**src/rtl/tile_pkg.sv**
```systemverilog
// rtl/tile_pkg.sv - shared tile-map constants, tile codes and update-entry layout
package tile_pkg;

  localparam int N_TILES     = 36;
  localparam int N_PERIMETER = 24;
  localparam int CENTRE_BASE = N_PERIMETER;
  localparam int ADDR_W      = 6;
  localparam int DATA_W      = 5;
  localparam int FIFO_DEPTH  = 8;

  localparam int CODE_LSB    = 0;
  localparam int CODE_W      = 4;
  localparam int FACE_UP_BIT = 4;

  typedef enum logic [CODE_W-1:0] {
    RED         = 4'd0,
    ORANGE      = 4'd1,
    YELLOW      = 4'd2,
    GREEN       = 4'd3,
    BLUE        = 4'd4,
    NAVY        = 4'd5,
    PURPLE      = 4'd6,
    WHITE       = 4'd7,
    BLACK       = 4'd8,
    SKYBLUE     = 4'd9,
    FORESTGREEN = 4'd10,
    GRAY        = 4'd11
  } tile_code_e;

  typedef enum logic {
    ST_IDLE  = 1'b0,
    ST_DRAIN = 1'b1
  } sched_state_e;

  typedef struct packed {
    logic              last;
    logic [ADDR_W-1:0] addr;
    logic [DATA_W-1:0] data;
  } upd_t;

endpackage

```
**src/rtl/sync_fifo.sv**
```systemverilog
// rtl/sync_fifo.sv - single-clock show-ahead FIFO with registered occupancy count
module sync_fifo #(
  parameter int WIDTH = 8,
  parameter int DEPTH = 8
) (
  input  logic             clk,
  input  logic             rst,
  input  logic             i_push,
  input  logic [WIDTH-1:0] i_push_data,
  input  logic             i_pop,
  output logic [WIDTH-1:0] o_pop_data,
  output logic             o_full,
  output logic             o_empty
);

  localparam int PTR_W = $clog2(DEPTH);
  localparam int CNT_W = PTR_W + 1;

  logic [WIDTH-1:0] r_mem [DEPTH];
  logic [PTR_W-1:0] r_wr_ptr;
  logic [PTR_W-1:0] r_rd_ptr;
  logic [CNT_W-1:0] r_count;
  logic             w_do_push;
  logic             w_do_pop;

  assign o_full     = (r_count == CNT_W'(DEPTH));
  assign o_empty    = (r_count == '0);
  assign w_do_push  = i_push && !o_full;
  assign w_do_pop   = i_pop && !o_empty;
  assign o_pop_data = r_mem[r_rd_ptr];

  always_ff @(posedge clk) begin
    if (w_do_push) r_mem[r_wr_ptr] <= i_push_data;
  end

  // Pointers wrap naturally because DEPTH is a power of two.
  always_ff @(posedge clk or posedge rst) begin
    if (rst) begin
      r_wr_ptr <= '0;
      r_rd_ptr <= '0;
      r_count  <= '0;
    end else begin
      if (w_do_push) r_wr_ptr <= r_wr_ptr + 1'b1;
      if (w_do_pop)  r_rd_ptr <= r_rd_ptr + 1'b1;
      r_count <= r_count + CNT_W'(w_do_push) - CNT_W'(w_do_pop);
    end
  end

endmodule

```
**src/rtl/tile_map_scheduler.sv**
```systemverilog
// rtl/tile_map_scheduler.sv - tile-map register file with grouped updates committed atomically in vblank
module tile_map_scheduler
  import tile_pkg::*;
(
  input  logic              clk,
  input  logic              rst,
  input  logic              wr_valid,
  output logic              wr_ready,
  input  logic [ADDR_W-1:0] wr_addr,
  input  logic [DATA_W-1:0] wr_data,
  input  logic              wr_last,
  input  logic              blank,
  input  logic [ADDR_W-1:0] rd_addr,
  output logic [DATA_W-1:0] rd_data,
  output logic              busy,
  output logic              commit_pulse,
  output logic              err_addr
);

  localparam int                PEND_W = $clog2(FIFO_DEPTH) + 1;
  localparam int                ENTRY_W = 1 + ADDR_W + DATA_W;
  localparam logic [ADDR_W-1:0] TILE_LIMIT = ADDR_W'(N_TILES);

  sched_state_e       r_state;
  sched_state_e       w_state_next;
  logic [PEND_W-1:0]  r_pending;
  logic [DATA_W-1:0]  r_map [N_TILES];
  logic [DATA_W-1:0]  r_rd_data;
  logic               r_commit;
  logic               r_err;
  logic               w_full;
  logic               w_empty;
  logic               w_push;
  logic               w_pop;
  logic               w_push_last;
  logic               w_pop_last;
  logic               w_addr_ok;
  logic [ENTRY_W-1:0] w_pop_bits;
  upd_t               w_push_entry;
  upd_t               w_pop_entry;

  assign wr_ready     = !w_full;
  assign w_push       = wr_valid && !w_full;
  assign w_push_last  = w_push && wr_last;
  assign w_push_entry = '{last: wr_last, addr: wr_addr, data: wr_data};
  assign w_pop        = (r_state == ST_DRAIN) && !w_empty;
  assign w_pop_entry  = upd_t'(w_pop_bits);
  assign w_pop_last   = w_pop && w_pop_entry.last;
  assign w_addr_ok    = (w_pop_entry.addr < TILE_LIMIT);

  sync_fifo #(
    .WIDTH (ENTRY_W),
    .DEPTH (FIFO_DEPTH)
  ) u_fifo (
    .clk         (clk),
    .rst         (rst),
    .i_push      (w_push),
    .i_push_data (ENTRY_W'(w_push_entry)),
    .i_pop       (w_pop),
    .o_pop_data  (w_pop_bits),
    .o_full      (w_full),
    .o_empty     (w_empty)
  );

  // Chaining into the next group needs another complete group behind the one just finished.
  always_comb begin
    w_state_next = r_state;
    case (r_state)
      ST_IDLE:  if (blank && (r_pending != '0)) w_state_next = ST_DRAIN;
      ST_DRAIN: if (w_pop_last && !(blank && (r_pending > PEND_W'(1)))) w_state_next = ST_IDLE;
      default:  w_state_next = ST_IDLE;
    endcase
  end

  always_ff @(posedge clk or posedge rst) begin
    if (rst) begin
      r_state   <= ST_IDLE;
      r_pending <= '0;
      r_commit  <= 1'b0;
      r_err     <= 1'b0;
      r_rd_data <= '0;
      for (int i = 0; i < N_TILES; i++) r_map[i] <= '0;
    end else begin
      r_state   <= w_state_next;
      r_pending <= r_pending + PEND_W'(w_push_last) - PEND_W'(w_pop_last);
      r_commit  <= w_pop_last;
      if (w_pop && !w_addr_ok) r_err <= 1'b1;
      if (w_pop && w_addr_ok)  r_map[w_pop_entry.addr] <= w_pop_entry.data;
      r_rd_data <= (rd_addr < TILE_LIMIT) ? r_map[rd_addr] : '0;
    end
  end

  assign rd_data      = r_rd_data;
  assign busy         = (r_state == ST_DRAIN);
  assign commit_pulse = r_commit;
  assign err_addr     = r_err;

endmodule

```
**config.mk**
```make
export PLATFORM = sky130hd
export DESIGN_NAME = tile_map_scheduler
export DESIGN_NICKNAME = d
export VERILOG_FILES = /design/src/rtl/tile_pkg.sv /design/src/rtl/sync_fifo.sv /design/src/rtl/tile_map_scheduler.sv
export SDC_FILE = /design/constraint.sdc
export NUM_CORES = 1
export LEC_CHECK = 0
export BUFFER_PORTS_ARGS = -buffer_cell sky130_fd_sc_hd__buf_2
export CAP_MARGIN = 20
export CORE_ASPECT_RATIO = 0.5
export CORE_MARGIN = 2
export CORE_UTILIZATION = 50
export CTS_BUF_LIST = sky130_fd_sc_hd__clkbuf_8
export DETAILED_ROUTE_END_ITERATION = 6
export PLACE_DENSITY_LB_ADDON = 0.1
export SLEW_MARGIN = 25
export SYNTH_ARGS = -nofsm -noshare
export SYNTH_HDL_FRONTEND = slang
export SYNTH_SLANG_ARGS = --single-unit
```
**constraint.sdc**
```tcl
create_clock -name clk -period 6.65 [get_ports clk]
set_clock_uncertainty 0.2 [all_clocks]
set_input_delay 0 -clock clk [delete_from_list [all_inputs] [get_ports clk]]
set_output_delay 0 -clock clk [all_outputs]
set_load 0.005 [all_outputs]
```
==> Word-level counts from Yosys, hierarchy flattened <==
Memories as Yosys holds them, arrays and structs flattened.
Index checks and enable logic that the tools add are counted.
{ "totals": {"regBits": 202, "ramBits": 96, "in_bits": 22, "output_inout_bits": 9, "elab_cells": 91, "memories": 1} }
{ "op_classes": {"n_addsub": 6, "order_cmp": 6, "eq_ne": 1, "muxes": 12, "bitwise_logic": 3, "reduce_logical": 18} }
{ "memory_table": {"columns": ["name", "depth", "width", "read_ports", "rd_clocked_by_memory_dff", "write_ports", "line_no", "rtl"], "rows": [
  ["u_fifo.r_mem", 8, 12, 1, 0, 1, "sync_fifo.sv:19", "logic [WIDTH-1:0] r_mem [DEPTH];"]
]} }
{ "op_table": {"columns": ["cell", "count"], "rows": [
  ["$bwmux W180", 1],
  ["$bmux W5 S6", 1],
  ["$demux W5 S6", 1],
  ["$mux W5", 4],
  ["$ge A7 B7 Y1 const B", 2],
  ["$not A6 Y7", 2],
  ["$logic_and A1 B1 Y1", 12],
  ["$lt A6 B6 Y1 const B", 2],
  ["$add A4 B1 Y4", 2],
  ["$sub A4 B1 Y4", 2],
  ["$lt A7 B1 Y1 const B", 1],
  ["$add A3 B1 Y3 const B", 2],
  ["$eq A4 B4 Y1 const B", 1],
  ["$gt A4 B1 Y1 const B", 1],
  ["$logic_not A1 Y1", 4],
  ["$logic_not A4 Y1", 1],
  ["$mux W1", 4],
  ["$reduce_bool A4 Y1", 1],
  ["$pmux W1 S2", 1],
  ["$not A1 Y1", 1]
]} }

==> Depth between registers and ports, before layout <==
{ "depth": {"depth_word": 7, "depth_mapped": 11, "ltp_nobuf": 11} }

==> Cells and area by module <==
From an unflattened synthesis, not the netlist that was laid out.
{ "unflattened": {"hier_cells": 815, "hier_area_um2": 13345.3} }
{ "by_module_without_submodules": {"columns": ["mod", "instances", "cells_per_inst", "area_each_um2", "seq_area_each_um2"], "rows": [
  ["tile_map_scheduler", 1, 617, 9062.4, 4804.6],
  ["sync_fifo", 1, 198, 4282.9, 3133.0]
]} }

==> Worst setup path after synthesis <==
No wires, ideal clock.
{ "synth_path": {"path_type": "register to register", "start": "register u_fifo.r_rd_ptr[0]", "end": "register r_pending[2]", "setup_ns": 0.123, "t_arrival_ns": 2.483, "t_required_ns": 6.327, "setup_slack_ns": 3.844, "stages_incl_launch_ff": 11, "n_path_buf": 3, "synth_period_minus_slack_ns": 2.806, "path_cell_list": "dfrtp_1 > buf_4 > buf_4 > buf_4 > mux4_2 > mux2i_1 > nor2_1 > xnor2_1 > ha_1 > fa_1 > xor2_1"} }
{ "synth_between": {"elab_chain_len": 3} }
{ "synth_rtl": {"columns": ["element", "line_no", "rtl"], "rows": [
  ["from (decl)", "sync_fifo.sv:21", "logic [PTR_W-1:0] r_rd_ptr;"],
  ["from (signal assigned)", "sync_fifo.sv:44", "if (w_do_pop) r_rd_ptr <= r_rd_ptr + 1'b1;"],
  ["$mem_v2 Z8 W12", null, null],
  ["$logic_and A1 B1 Y1", "tile_map_scheduler.sv:48", "assign w_pop_last = w_pop && w_pop_entry.last;"],
  ["via w_pop_last", "tile_map_scheduler.sv:36", "logic w_pop_last;"],
  ["$sub A4 B1 Y4", "tile_map_scheduler.sv:85", "r_pending <= r_pending + PEND_W'(w_push_last) - PEND_W'(w_pop_last);"],
  ["to (signal assigned)", "tile_map_scheduler.sv:85", null],
  ["to (decl)", "tile_map_scheduler.sv:26", "logic [PEND_W-1:0] r_pending;"]
]} }
The timed path passes the listed nets, and every way through them passes these cells.
A chain may end at the register's enable or synchronous reset.

==> Final worst setup path <==
{ "layout_path": {"start": "register u_fifo.r_rd_ptr[1]", "end": "register r_map[119] (netlist name)"} }
{ "layout_between": {"elab_chain_len": 7, "elab_cells_between_ends": 10, "cone_classes": "order compare: 3; mux: 3; bitwise: 1; reduce/logical: 2; memory: 1"} }
{ "layout_rtl": {"columns": ["element", "line_no", "rtl"], "rows": [
  ["$mem_v2 Z8 W12 (*)", null, null],
  ["$not A6 Y7 (implied by the code)", "tile_map_scheduler.sv:88", "if (w_pop && w_addr_ok) r_map[w_pop_entry.addr] <= w_pop_entry.data;"],
  ["$ge A7 B7 Y1 (implied by the code) or $lt A7 B1 Y1 (tied branches)", "tile_map_scheduler.sv:88", null],
  ["$logic_and A1 B1 Y1 (implied by the code)", "tile_map_scheduler.sv:88", null],
  ["$mux W5 (implied by the code)", "tile_map_scheduler.sv:88", null],
  ["$demux W5 S6", "tile_map_scheduler.sv:88", null],
  ["$bwmux W180", "tile_map_scheduler.sv:88", null],
  ["to (signal, indexed assignment)", "tile_map_scheduler.sv:88", null],
  ["to (decl)", "tile_map_scheduler.sv:27", "logic [DATA_W-1:0] r_map [N_TILES];"]
]} }
Every way passes the cells marked *; elsewhere a longest branch is shown, timed or not.

==> results.yml <==
global_routing:
  global_route.peak_usage_layer: "met2"
  grt_start_max_net_pins: 129
  grt_pass1_vias: 7685
  grt.met1_usage: 0.307
  antenna_found_initial: 0
  overflow: 0
  grtUsageMet3: 0.0430
  global_routing_met2_resource_utilization: 0.329
  globalRouteTotalUtil: 0.210
  global_route_wire_length_before_repair_um: 44900
yosys:
  flip_flop_and_latch_count_after_synthesis: 298
  seq_area_frac_synth: 0.592
  yosys_warnings: 0
  synth_cell_type_count: 54
  ys_async_sr_fraction: 0.678
  syn-mean-instance-area_um2: 16.8
  synth_edf_count: 96
  ys_dominant_reg_cell: "sky130_fd_sc_hd__dfrtp_1"
  mappedNetlistArea_um2: 13400
  post_synth_inst_count: 798
  postSynthNetCount: 834
critical_path:
  critical_path_peak_fanout: 30
  critical_path.endpoint_type: "flip-flop"
  worst_ep_arrival_time_ns: 3.52
  slowest_cp_cell: "sky130_fd_sc_hd__mux4_1"
  timing.critical_path.from_type: "flip-flop"
  worstPathCellList: "buf_4, mux4_1, mux2_2, a211oi_4, buf_4, nand3_1, mux2_2"
  path_delay_family: "multiplexers"
  critical_path_class: "reg2reg"
  count_of_buffer_and_inverter_cells_on_the_critical_path: 2
  r2r_setup_slack_ns: 3.38
  timing.critical_path.required_ns: 6.90
  critical_path.max_stage_delay_ns: 0.63
floorplan:
  placementRows: 42
  initial_core_utilization: 0.508
  fp.dieW_um: 236
  core_area_um2: 26400
  die_height_um: 120
  floorplan.io_pins: 31
  dieArea_um2: 28200
timing:
  slew_worst_pin_ns: 0.957
  finalSetupTns_ns: 0
  achievable-frequency_mhz: 306
  final_count_of_negative_setup_slack_endpoints: 0
  layout_setup_ws_ns: 3.38
  report.final.hold_viol_count: 0
  maxSlewHeadroom: 0.362
  rsz_0062_raised_after_global_routing: "false"
  period_share: 0.492
  timing.hold.ws_ns: 0.0452
  finalMaxSlewViolations: 0
  period_needed_ns: 3.27
pwr:
  power-per-cell-area_nw_per_um2: 441
  peakVddDrop_uv: 220
  power.static_leakage_nw: 6.42
finish:
  diodes: 0
  layout_common_cells: "201 x sky130_fd_sc_hd__dfrtp_1, 192 x sky130_fd_sc_hd__mux2_2, 96 x sky130_fd_sc_hd__edfxtp_1, 65 x sky130_fd_sc_hd__mux4_2, 53 x sky130_fd_sc_hd__clkbuf_8"
  post_layout_nonfiller_instances: 1256
  most_frequent_standard_cell_in_the_layout_excluding_fill_and_tap_cells: "sky130_fd_sc_hd__dfrtp_1"
  final_design_area_no_fill_um2: 15000
  drive_gt1_frac: 0.440
  areaGrowthSynthToFinish_pct: 12.0
  num-nets-final: 907
  fill_cells: 2103
clock_tree:
  clock_tree.root_cell: "sky130_fd_sc_hd__clkbuf_8"
  post_cts_setup_repair_buffer_count: 0
  ctsLongestPathBuffers: 3
  clkLatencyLatePin_ns: 0.56
  clock_tree_from_tritoncts: "yes"
  clkSinkCount: 298
  clk_transition_reported_paths_ns: 0.07
  numCtsBuffers: 44
  ctsHtreeMaxLevel: 2
routing:
  route.vias.total: 7144
  detail_route.iter0.violations: 433
  wl_per_cell_um: 22.3
  drt-total-wl_um: 28000
  ant_nets: 0
  route.detailed.drc: 0
  drt-pass1-iter-count: 4
  average_vias_per_placed_instance: 5.69
place:
  detailedPlace.worstSlack_ns: 3.18
  hpwl_um: 17400
  finalWeightedCongestion: 0.793
  post-place-cells: 1152
  placement.io_buffers: 30
  placement.cell_area_um2: 13900
run_status:
  status: "finished clean"
hold_path:
  hp-class: "in2reg"
job:
  max-cap-violations: 0
==> where the power goes <==
part | internal, mW | switching, mW
Clock | 0.725 | 0.711
Combinational | 1.06 | 1.42
Sequential | 2.47 | 0.252
Total | 4.25 | 2.38
==> final cells by class <==
class	count	area, um^2	share of cell area
Timing Repair Buffer	71	524	0.0349
Tap cell	352	440	0.0293
Sequential cell	298	7940	0.528
Clock buffer	53	729	0.0486
Multi-Input combinational cell	437	5200	0.346
Clock inverter	26	114	0.00758
Inverter	19	78.8	0.00525
==> registers in the layout, indices dropped and copies added, names as in the netlist <==
signal           cells
u_fifo.r_mem        96
r_pending            4
err_addr             1
commit_pulse         1
busy                 1
u_fifo.r_rd_ptr      3
r_map              180
u_fifo.r_count       4
rd_data              5
u_fifo.r_wr_ptr      3
==> cell usage after synthesis, types with 6 or more instances <==
| library cell | instances | area (um^2) |
|---|---|---|
| sky130_fd_sc_hd__clkbuf_1 | 24 | 90.1 |
| sky130_fd_sc_hd__a22oi_1 | 6 | 45.0 |
| sky130_fd_sc_hd__mux4_2 | 65 | 1460 |
| sky130_fd_sc_hd__nand3_4 | 12 | 210 |
| sky130_fd_sc_hd__ha_1 | 12 | 150 |
| sky130_fd_sc_hd__mux2i_1 | 20 | 200 |
| sky130_fd_sc_hd__nand3_1 | 27 | 135 |
| sky130_fd_sc_hd__buf_4 | 6 | 45.0 |
| sky130_fd_sc_hd__edfxtp_1 | 96 | 2880 |
| sky130_fd_sc_hd__nor2_1 | 16 | 60.1 |
| sky130_fd_sc_hd__nand2_1 | 16 | 60.1 |
| sky130_fd_sc_hd__mux2_2 | 192 | 2160 |
| sky130_fd_sc_hd__dfrtp_1 | 202 | 5050 |
| sky130_fd_sc_hd__buf_2 | 8 | 40.0 |
| sky130_fd_sc_hd__inv_1 | 19 | 71.3 |
==> metrics by stage <==
stage	util	power [mW]
final	0.570	6.63
after floorplan	-	4.57
after CTS	0.569	6.71
after global placement	0.528	5.15
after global routing	0.570	7.05
after detailed placement	0.528	5.24
==> path summary, 6_finish.rpt <==
path	start	endpoint	depth (start not counted)
max in group asynchronous	rst	u_fifo.r_rd_ptr[0]$_DFFE_PP0P_	5
worst max-delay path	u_fifo.r_rd_ptr[1]$_DFFE_PP0P_	r_map[119]$_DFFE_PP0P_	7
min in group asynchronous	rst	u_fifo.r_wr_ptr[1]$_DFFE_PP0P_	4
worst min-delay path	wr_addr[5]	u_fifo.r_mem[0][10]$_DFFE_PP_	2
worst max register to register	u_fifo.r_rd_ptr[1]$_DFFE_PP0P_	r_map[119]$_DFFE_PP0P_	7
worst min register to register	err_addr$_DFFE_PP0P_	err_addr$_DFFE_PP0P_	1
==> routing by layer <==
layer  vias up  wire (um)  part of all wire
li1       3214          -                 -
met1      3775      13700              0.49
met2       111      12800              0.46
met4         0        430             0.015
met3        44       1120             0.040
met5         -          0                 0
==> worst reg2reg max path: cells and delay by family (launching register included) <==
kind            cells  cell delay (ns)
compound gates      1             0.20
buf+inv             2             0.75
flops               1             0.32
mux                 3             1.36
simple gates        1             0.34
==> logic make-up (layout without fill, tap and decap cells) <==
family / count (synthesis) / after routing / share of synthesized area
flops: 298 / 298 / 0.592
mux: 285 / 285 / 0.295
simple gates: 96 / 96 / 0.0482
buf+inv: 63 / 169 / 0.0230
compound gates: 33 / 33 / 0.0216
fa+ha+maj: 14 / 14 / 0.0142
xor+xnor: 9 / 9 / 0.00588
==> timing repair <==
item                      4_1_cts  5_1_grt
hold buffers                   25        0
hold endpoints to repair      242        0
gates resized for setup         0        0
Power figures use the tool's default switching activity.
